**src/rtl/sm_pkg.sv**
```systemverilog
// Shared types and constants for the instruction-sequencing controller.
//   state_e  : controller FSM states
//   cls_e    : decoded instruction class
//   OPC_*/OP_* : opcode and op field encodings
//   ALU_*/SHIFT_* : datapath control codes
//   sext()   : sign-extend the low w bits of a 32-bit value
package sm_pkg;

  typedef enum logic [2:0] {
    StWait,
    StDecode,
    StGetA,
    StGetB,
    StExec,
    StWReg,
    StWImm
  } state_e;

  typedef enum logic [2:0] {
    ClsIllegal,
    ClsMovImm,
    ClsMovReg,
    ClsAdd,
    ClsCmp,
    ClsAnd,
    ClsMvn
  } cls_e;

  localparam logic [2:0] OPC_MOV = 3'b110;
  localparam logic [2:0] OPC_ALU = 3'b101;

  localparam logic [1:0] OP_MOV_IMM = 2'b10;
  localparam logic [1:0] OP_MOV_REG = 2'b00;
  localparam logic [1:0] OP_ADD     = 2'b00;
  localparam logic [1:0] OP_CMP     = 2'b01;
  localparam logic [1:0] OP_AND     = 2'b10;
  localparam logic [1:0] OP_MVN     = 2'b11;

  localparam logic [1:0] ALU_ADD  = 2'b00;
  localparam logic [1:0] ALU_SUB  = 2'b01;
  localparam logic [1:0] ALU_AND  = 2'b10;
  localparam logic [1:0] ALU_NOTB = 2'b11;

  localparam logic [1:0] SHIFT_NONE = 2'b00;

  // Bits at and above position w are replaced by bit w-1.
  function automatic logic [31:0] sext(input logic [31:0] v, input int unsigned w);
    logic [31:0] low_mask;
    logic        sign;
    low_mask = (32'h1 << w) - 32'h1;
    sign     = |(v & (32'h1 << (w - 1)));
    return sign ? (v | ~low_mask) : (v & low_mask);
  endfunction

endpackage

```
**src/rtl/sm_if.sv**
```systemverilog
// Handshake and datapath-control bundle between the upstream instruction
// source, the sm_ctrl controller and the datapath.
//   master : drives s/instr, observes every controller output
//   slave  : the controller; samples s/instr, drives w/illegal and all
//            datapath control signals
interface sm_if #(
  parameter int unsigned IW = 16
);
  logic          s;
  logic [IW-1:0] instr;
  logic          w;
  logic          illegal;
  logic [2:0]    readnum;
  logic [2:0]    writenum;
  logic          write;
  logic          vsel;
  logic          loada;
  logic          loadb;
  logic          asel;
  logic          bsel;
  logic [1:0]    shift;
  logic [1:0]    ALUop;
  logic          loadc;
  logic          loads;
  logic [IW-1:0] datapath_in;

  modport master (
    output s, instr,
    input  w, illegal, readnum, writenum, write, vsel, loada, loadb,
           asel, bsel, shift, ALUop, loadc, loads, datapath_in
  );

  modport slave (
    input  s, instr,
    output w, illegal, readnum, writenum, write, vsel, loada, loadb,
           asel, bsel, shift, ALUop, loadc, loads, datapath_in
  );
endinterface

```
**src/rtl/sm_decode.sv**
```systemverilog
// Pure combinational instruction decoder.
//   ir_i  : latched instruction word
//   cls_o : instruction class (ClsIllegal for undefined {opcode,op})
//   rn_o/rd_o/rm_o : register fields, sh_o : shift field, op_o : op field
//   imm_o : imm8 sign-extended to IW
module sm_decode
  import sm_pkg::*;
#(
  parameter int unsigned IW   = 16,
  parameter int unsigned IMMW = 8
) (
  input  logic [IW-1:0] ir_i,
  output cls_e          cls_o,
  output logic [2:0]    rn_o,
  output logic [2:0]    rd_o,
  output logic [2:0]    rm_o,
  output logic [1:0]    sh_o,
  output logic [1:0]    op_o,
  output logic [IW-1:0] imm_o
);

  logic [2:0] opcode;

  assign opcode = ir_i[15:13];
  assign op_o   = ir_i[12:11];
  assign rn_o   = ir_i[10:8];
  assign rd_o   = ir_i[7:5];
  assign sh_o   = ir_i[4:3];
  assign rm_o   = ir_i[2:0];
  assign imm_o  = IW'(sext(32'(ir_i[IMMW-1:0]), IMMW));

  always_comb begin
    cls_o = ClsIllegal;
    case ({opcode, op_o})
      {OPC_MOV, OP_MOV_IMM}: cls_o = ClsMovImm;
      {OPC_MOV, OP_MOV_REG}: cls_o = ClsMovReg;
      {OPC_ALU, OP_ADD}:     cls_o = ClsAdd;
      {OPC_ALU, OP_CMP}:     cls_o = ClsCmp;
      {OPC_ALU, OP_AND}:     cls_o = ClsAnd;
      {OPC_ALU, OP_MVN}:     cls_o = ClsMvn;
      default:               cls_o = ClsIllegal;
    endcase
  end

endmodule

```
**src/rtl/sm_ctrl.sv**
```systemverilog
// Instruction-sequencing controller. Latches an instruction on the start
// handshake in StWait and steps a Moore FSM through register fetch, execute
// and write-back, driving every datapath control input.
//   clk   : rising-edge clock
//   rst_n : asynchronous active-low reset
//   bus   : sm_if slave (s/instr in; w, illegal and datapath controls out)
// All outputs depend only on state_q and ir_q.
module sm_ctrl
  import sm_pkg::*;
#(
  parameter int unsigned IW   = 16,
  parameter int unsigned IMMW = 8
) (
  input  logic clk,
  input  logic rst_n,
  sm_if.slave  bus
);

  state_e        state_q, state_d;
  logic [IW-1:0] ir_q, ir_d;

  cls_e          cls;
  logic [2:0]    rn, rd, rm;
  logic [1:0]    sh, op;
  logic [IW-1:0] imm;

  sm_decode #(
    .IW   (IW),
    .IMMW (IMMW)
  ) u_decode (
    .ir_i  (ir_q),
    .cls_o (cls),
    .rn_o  (rn),
    .rd_o  (rd),
    .rm_o  (rm),
    .sh_o  (sh),
    .op_o  (op),
    .imm_o (imm)
  );

  always_ff @(posedge clk or negedge rst_n) begin
    if (!rst_n) begin
      state_q <= StWait;
      ir_q    <= '0;
    end else begin
      state_q <= state_d;
      ir_q    <= ir_d;
    end
  end

  always_comb begin
    state_d = state_q;
    ir_d    = ir_q;
    case (state_q)
      StWait: begin
        if (bus.s) begin
          ir_d    = bus.instr;
          state_d = StDecode;
        end
      end
      StDecode: begin
        case (cls)
          ClsMovImm:                state_d = StWImm;
          ClsMovReg, ClsMvn:        state_d = StGetB;
          ClsAdd, ClsCmp, ClsAnd:   state_d = StGetA;
          default:                  state_d = StWait;
        endcase
      end
      StGetA:  state_d = StGetB;
      StGetB:  state_d = StExec;
      // CMP only updates status, so it skips write-back.
      StExec:  state_d = (cls == ClsCmp) ? StWait : StWReg;
      StWReg:  state_d = StWait;
      StWImm:  state_d = StWait;
      default: state_d = StWait;
    endcase
  end

  always_comb begin
    bus.w           = 1'b0;
    bus.illegal     = 1'b0;
    // Register selects idle at Rn/Rd of the current ir so they stay stable.
    bus.readnum     = rn;
    bus.writenum    = rd;
    bus.write       = 1'b0;
    bus.vsel        = 1'b0;
    bus.loada       = 1'b0;
    bus.loadb       = 1'b0;
    bus.asel        = 1'b0;
    bus.bsel        = 1'b0;
    bus.shift       = SHIFT_NONE;
    bus.ALUop       = ALU_ADD;
    bus.loadc       = 1'b0;
    bus.loads       = 1'b0;
    bus.datapath_in = imm;
    case (state_q)
      StWait:   bus.w = 1'b1;
      StDecode: bus.illegal = (cls == ClsIllegal);
      StGetA: begin
        bus.readnum = rn;
        bus.loada   = 1'b1;
      end
      StGetB: begin
        bus.readnum = rm;
        bus.loadb   = 1'b1;
      end
      StExec: begin
        bus.shift = sh;
        bus.ALUop = (cls == ClsMovReg) ? ALU_ADD : op;
        bus.asel  = (cls == ClsMovReg) || (cls == ClsMvn);
        bus.loadc = (cls != ClsCmp);
        bus.loads = (cls == ClsCmp);
      end
      StWReg: begin
        bus.writenum = rd;
        bus.vsel     = 1'b0;
        bus.write    = 1'b1;
      end
      StWImm: begin
        bus.writenum = rn;
        bus.vsel     = 1'b1;
        bus.write    = 1'b1;
      end
      default: ;
    endcase
  end

endmodule

```
**src/flat_wrapper.sv**
```systemverilog
// flat-port wrapper written by rule: the top's interface ports become plain ports
module sm_ctrl_flat import sm_pkg::*;
#(
  parameter int unsigned IW   = 16,
  parameter int unsigned IMMW = 8
)
  (clk, rst_n, bus_s, bus_instr, bus_w, bus_illegal, bus_readnum, bus_writenum, bus_write, bus_vsel, bus_loada, bus_loadb, bus_asel, bus_bsel, bus_shift, bus_ALUop, bus_loadc, bus_loads, bus_datapath_in);
  sm_if #(.IW(IW)) bus_i ();
  input  logic clk;
  input  logic rst_n;
  input wire logic [$bits(bus_i.s)-1:0] bus_s;
  input wire logic [$bits(bus_i.instr)-1:0] bus_instr;
  output wire logic [$bits(bus_i.w)-1:0] bus_w;
  output wire logic [$bits(bus_i.illegal)-1:0] bus_illegal;
  output wire logic [$bits(bus_i.readnum)-1:0] bus_readnum;
  output wire logic [$bits(bus_i.writenum)-1:0] bus_writenum;
  output wire logic [$bits(bus_i.write)-1:0] bus_write;
  output wire logic [$bits(bus_i.vsel)-1:0] bus_vsel;
  output wire logic [$bits(bus_i.loada)-1:0] bus_loada;
  output wire logic [$bits(bus_i.loadb)-1:0] bus_loadb;
  output wire logic [$bits(bus_i.asel)-1:0] bus_asel;
  output wire logic [$bits(bus_i.bsel)-1:0] bus_bsel;
  output wire logic [$bits(bus_i.shift)-1:0] bus_shift;
  output wire logic [$bits(bus_i.ALUop)-1:0] bus_ALUop;
  output wire logic [$bits(bus_i.loadc)-1:0] bus_loadc;
  output wire logic [$bits(bus_i.loads)-1:0] bus_loads;
  output wire logic [$bits(bus_i.datapath_in)-1:0] bus_datapath_in;
  assign bus_i.s = bus_s;
  assign bus_i.instr = bus_instr;
  assign bus_w = bus_i.w;
  assign bus_illegal = bus_i.illegal;
  assign bus_readnum = bus_i.readnum;
  assign bus_writenum = bus_i.writenum;
  assign bus_write = bus_i.write;
  assign bus_vsel = bus_i.vsel;
  assign bus_loada = bus_i.loada;
  assign bus_loadb = bus_i.loadb;
  assign bus_asel = bus_i.asel;
  assign bus_bsel = bus_i.bsel;
  assign bus_shift = bus_i.shift;
  assign bus_ALUop = bus_i.ALUop;
  assign bus_loadc = bus_i.loadc;
  assign bus_loads = bus_i.loads;
  assign bus_datapath_in = bus_i.datapath_in;
  sm_ctrl #(.IW(IW), .IMMW(IMMW)) u_core (.clk(clk), .rst_n(rst_n), .bus(bus_i));
endmodule
```
**config.mk**
```make
export PLATFORM = sky130hd
export DESIGN_NAME = sm_ctrl_flat
export DESIGN_NICKNAME = d
export VERILOG_FILES = /design/src/rtl/sm_pkg.sv /design/src/rtl/sm_if.sv /design/src/rtl/sm_decode.sv /design/src/rtl/sm_ctrl.sv /design/src/flat_wrapper.sv
export SDC_FILE = /design/constraint.sdc
export NUM_CORES = 1
export LEC_CHECK = 0
export BUFFER_PORTS_ARGS = -buffer_cell sky130_fd_sc_hd__clkbuf_2
export CORE_ASPECT_RATIO = 0.7
export CORE_MARGIN = 8
export CORE_UTILIZATION = 40
export DETAILED_ROUTE_END_ITERATION = 6
export PLACE_DENSITY = 0.67
export SYNTH_ARGS = -nofsm -noshare
export SYNTH_HDL_FRONTEND = slang
export SYNTH_SLANG_ARGS = --single-unit
```
**constraint.sdc**
```tcl
create_clock -name clk -period 3.75 [get_ports clk]
set_clock_uncertainty 0.05 [all_clocks]
set_input_delay 0.375 -clock clk [delete_from_list [all_inputs] [get_ports clk]]
set_output_delay 0.375 -clock clk [all_outputs]
set_load 0.01 [all_outputs]
```
# Word-level counts from Yosys, hierarchy flattened
# Index checks and enable logic that the tools add are counted.
[classes]
n_eq_ne = 20
n_reduce_logical = 7
n_mux = 20
[ops]
columns = ["op", "n"]
rows = [
  ["== test 5 bit (second input constant)", 6],
  ["== test 3 bit (second input constant)", 6],
  ["one-hot mux 3 bit (6 select lines)", 1],
  ["2-to-1 mux 16 bit", 1],
  ["one-hot mux 3 bit (5 select lines)", 1],
  ["== test 3 x 2 -> 1 bit (second input constant)", 4],
  ["2-to-1 mux 3 bit", 4],
  ["2-to-1 mux 1 bit", 9],
  ["one-hot mux 3 bit (3 select lines)", 1],
  ["== test 3 x 1 -> 1 bit (second input constant)", 2],
  ["logical NOT 3 bit", 2],
  ["2-to-1 mux 2 bit", 3],
  ["OR reduction 2 bit", 2],
  ["inequality test 3 bit (second input constant)", 1],
  ["OR reduction 3 bit", 1],
  ["inequality test 2 bit (second input constant)", 1],
  ["AND reduction 2 bit", 1],
  ["logical OR 1 bit", 1],
]
[word_totals]
wordCells = 49
ff_bits = 19
out_inout_bits = 36

# Longest topological paths before layout
[logic_depth]
depth_word = 6
depth_mapped = 6
depth_no_buf = 3

# Cells and area by module
# From an unflattened synthesis, not the netlist that was laid out.
[hier_totals]
cells_unflattened = 123
area_unflattened_um2 = 1317.5
[by_module_without_submodules]
columns = ["mod", "area_each_um2", "cells_per_inst", "instances"]
rows = [
  ["sm_ctrl", 1036.0, 84, 1],
  ["sm_decode", 281.5, 39, 1],
]

# Least setup slack after synthesis
# Ideal clock, no wire load.
[synth_path]
path_kind = "flip-flop to flip-flop"
from = "register u_core.state_q[1]"
to = "register u_core.ir_q[10]"
path_buffers = 3
t_arrival_ns = 1.430
setup_slack_ns = 2.145
period_less_slack_ns = 1.605
path_stages_with_launch = 7
setup_ns = 0.125
cell_sequence = "dfrtp_1 > buf_6 > nor3_4 > and2_4 > buf_8 > buf_12 > mux2_4"
[synth_between]
elab_chain_len = 2
[synth_rtl]
columns = ["element", "line", "source"]
rows = [
  ["start: declaration", "sm_ctrl.sv:19", "state_e state_q, state_d;"],
  ["start signal: assignment", "sm_ctrl.sv:43", "state_q <= StWait;"],
  ["start signal: assignment", "sm_ctrl.sv:46", "state_q <= state_d;"],
  ["logical NOT 3 bit", "sm_ctrl.sv:54", "case (state_q)"],
  ["AND reduction 2 bit (no source line)", "-", ""],
  ["end signal: assignment", "sm_ctrl.sv:47", "ir_q <= ir_d;"],
  ["end: declaration", "sm_ctrl.sv:20", "logic [IW-1:0] ir_q, ir_d;"],
]
# No other way between the ends.
# A chain may end at the register's enable or synchronous reset.

# Worst setup path in the final report
[layout_path]
from = "register u_core.state_q[2]"
to = "output port bus_loadc"
[layout_between]
elab_chain_len = 2
[layout_rtl]
columns = ["element", "line", "source"]
rows = [
  ["== test 3 bit", "sm_ctrl.sv:96", "case (state_q)"],
  ["2-to-1 mux 1 bit", "sm_ctrl.sv:96", ""],
  ["end: declaration", "flat_wrapper.sv:25", "output wire logic [$bits(bus_i.loadc)-1:0] bus_loadc;"],
]
# No other way between the ends.

==> results.json <==
{
  "ys_ff_latch": 19,
  "io_buffers": 53,
  "power.density_nw_per_um2": 908,
  "drive_above_1_share_pct": 57.1,
  "dpl.cell_count": 172,
  "cts-buffers-inserted": 3,
  "r2r_end": "u_core.ir_q[1]",
  "arrival_ns": 1.75,
  "critPathCapture": "bus_loadc",
  "totalWireLength_um": 2760,
  "yosysWarnings": 0,
  "first_iter_violations": 33,
  "start_util_pct": 42.3,
  "crit_chain": "nor3b_1 > o31ai_1 > inv_1 > clkbuf_2",
  "clk_pin_slew_ns": 0.07,
  "grt_pass1_wl_um": 4500,
  "cts_tree": "yes",
  "crit_buf_inv": 2,
  "gp_congestion": 0.829,
  "syn-instance-count": 105,
  "drt_pass1_iterations": 4,
  "track_usage_pct": 11.7,
  "cp.required_ns": 3.32,
  "reg2regPathDepth": 3,
  "cts_hold_buf": 0,
  "route.detailed.drc": 0,
  "crit_fanout": 11,
  "finalCritPeriodShare_pct": 58.0,
  "die-area_um2": 5020,
  "final_cells": 176,
  "clk-insertion-delay-late_ns": 0.26,
  "dp_hpwl_um": 2140,
  "drv_slew": 0,
  "ios": 55,
  "fp.dieW_um": 81.3,
  "viasPerCell": 4.81,
  "hold_violations": 0,
  "finalSetupViolCount": 0,
  "rsz0062_at_grt": "false",
  "grt_overflow": 0,
  "fmax_ghz": 0.460,
  "crit_type": "reg2out",
  "fin_hold_ws_ns": 0.00796,
  "post_cts_buffers": 0,
  "vias": 846,
  "antenna_left": 0,
  "cp.depth": 4,
  "yosys-top-cells-area": "dfrtp_1, buf_4, mux2_4",
  "slowest_delay_ns": 0.55,
  "fin_setup_tns_ns": 0,
  "hold_class": "in2async",
  "drt-wirelength-per-cell_um": 15.7,
  "synth_cell_types": 31,
  "row_count": 16,
  "antenna_cells": 0,
  "cts.path.max_buffers": 2,
  "synth_top_area_share_pct": 39.8,
  "p_leak_uw": 0.000704,
  "cts_root_buffer": "clkbuf_8",
  "post_synth.cell_area_avg_um2": 11.4,
  "seq_area_frac_synth_pct": 39.8,
  "fill_cells": 259,
  "syn_to_final_growth_pct": 14.2,
  "start_kind": "flop",
  "seq_area_um2": 475,
  "core_um2": 2820,
  "worstReg2RegStart": "u_core.state_q[1]",
  "die_y_um": 61.7,
  "htreeDepth": 1,
  "min_period_ns": 2.18,
  "cp-startpoint": "u_core.state_q[2]",
  "antenna_found_initial": 0,
  "slowest_stage": "dfrtp_1",
  "fin_util_pct": 48.3,
  "vdd_drop_max_mv": 0.362,
  "nNetsFinal": 160,
  "critical-path-top-delay-family": "flip-flops",
  "max_cap_violations": 0,
  "r2r_slack_ns": 2.13,
  "synth_area_um2": 1190,
  "tightest_slew_ns": 0.525,
  "endpoint_kind": "output port",
  "multi_input_area_um2": 513,
  "grt_pass1_vias": 931,
  "grt_start_max_net_pins": 20,
  "cts.sinks": 19,
  "synth_nets": 124,
  "max-slew-margin-rel_pct": 65.0,
  "synth_top_area_cell": "dfrtp_1",
  "post_cts_resized": 0,
  "status": "complete, no violations"
}
[final cells by class]
| class | count | share of cell area, % |
|---|---|---|
| clock buffer | 4 | 3.31 |
| multi-input combinational | 59 | 37.6 |
| inverter | 5 | 1.38 |
| tap | 36 | 3.31 |
| timing repair buffer | 53 | 19.5 |
| sequential | 19 | 34.9 |
[Yosys cell counts]
master / count
or3_1: 1
conb_1: 1
dfrtp_1: 19
a31oi_1: 1
nand3_1: 1
mux2_2: 12
inv_1: 5
nor3b_1: 2
a21boi_0: 1
or2b_1: 2
nor3_1: 1
nor2b_1: 2
buf_2: 1
and4b_1: 1
o31ai_1: 1
buf_6: 1
nor2_1: 5
buf_8: 1
nand3b_1: 2
o21a_1: 1
buf_12: 1
buf_4: 18
mux2_4: 9
and2_4: 1
and2_1: 4
nor4b_1: 1
a31o_2: 1
nor3_4: 1
o311ai_0: 1
nand2_1: 3
o21ai_0: 4
[cells in the final DEF, fill, tap and decap left out]
cell	Yosys	layout
inv_1	5	5
or3_1	1	1
clkbuf_1	0	1
nand3_1	1	1
a21boi_0	1	1
clkbuf_8	0	3
a31oi_1	1	1
and2_1	4	4
o31ai_1	1	1
a31o_2	1	1
o311ai_0	1	1
nor3b_1	2	2
nor2_1	5	5
conb_1	1	1
nor3_1	1	1
clkbuf_2	0	53
mux2_4	9	9
o21a_1	1	1
nor4b_1	1	1
nand2_1	3	3
nor3_4	1	1
nand3b_1	2	2
mux2_2	12	12
dfrtp_1	19	19
nor2b_1	2	2
and4b_1	1	1
and2_4	1	1
or2b_1	2	2
o21ai_0	4	4
[power by group]
group,switching (uW),internal (uW)
clock,68.6,75.6
sequential,139,310
combinational,298,346
total,506,732
[worst min path at each step]
stage / start / end / slack [ns] / depth (start not counted)
2_1_floorplan: rst_n / u_core.ir_q[0] / 0.03 / 0
3_3_place_gp: rst_n / u_core.ir_q[5] / 0.30 / 1
3_5_place_dp: rst_n / u_core.ir_q[6] / 0.31 / 1
4_1_cts: rst_n / u_core.ir_q[6] / 0.02 / 1
5_1_grt: rst_n / u_core.ir_q[6] / 0.04 / 1
6_report: rst_n / u_core.ir_q[6] / 0.008 / 1
[worst reg2reg max path, delay by kind of cell, from the launching register on]
kind | cells | cell delay, ns
and+or+nand+nor | 2 | 0.59
muxes | 1 | 0.38
DFF | 1 | 0.48
[per-layer routing]
| metal | up-vias | share of wire (%) | global-route usage, % |
|---|---|---|---|
| li1 | 407 | - | - |
| met1 | 410 | 42 | 13.0 |
| met2 | 24 | 51 | 20.7 |
| met3 | 5 | 4.9 | 2.73 |
| met4 | 0 | 1.8 | 6.58 |
| met5 | - | 0 | 0 |
[state kept, by name, summed over array words and instances (netlist names)]
signal / count
u_core.ir_q: 16
u_core.state_q: 3
[kinds of logic after synthesis]
| kind of cell | count (synthesis) | synth area share, % |
|---|---|---|
| flops | 19 | 39.8 |
| compound gates | 10 | 5.56 |
| other cells | 1 | 0.314 |
| mux | 21 | 22.6 |
| simple gates | 27 | 14.5 |
| buf+inv | 27 | 17.2 |
[stage by stage]
step	cell area (um^2)	power, uW	worst slack (ns)
3_3_place_gp	1320	1080	1.98
3_5_place_dp	1320	1100	1.88
2_1_floorplan	1190	1020	2.14
4_1_cts	1360	1250	1.56
5_1_grt	1360	1330	1.44
6_report	1360	1240	1.57
No activity file was read; power rests on OpenSTA's default activity.
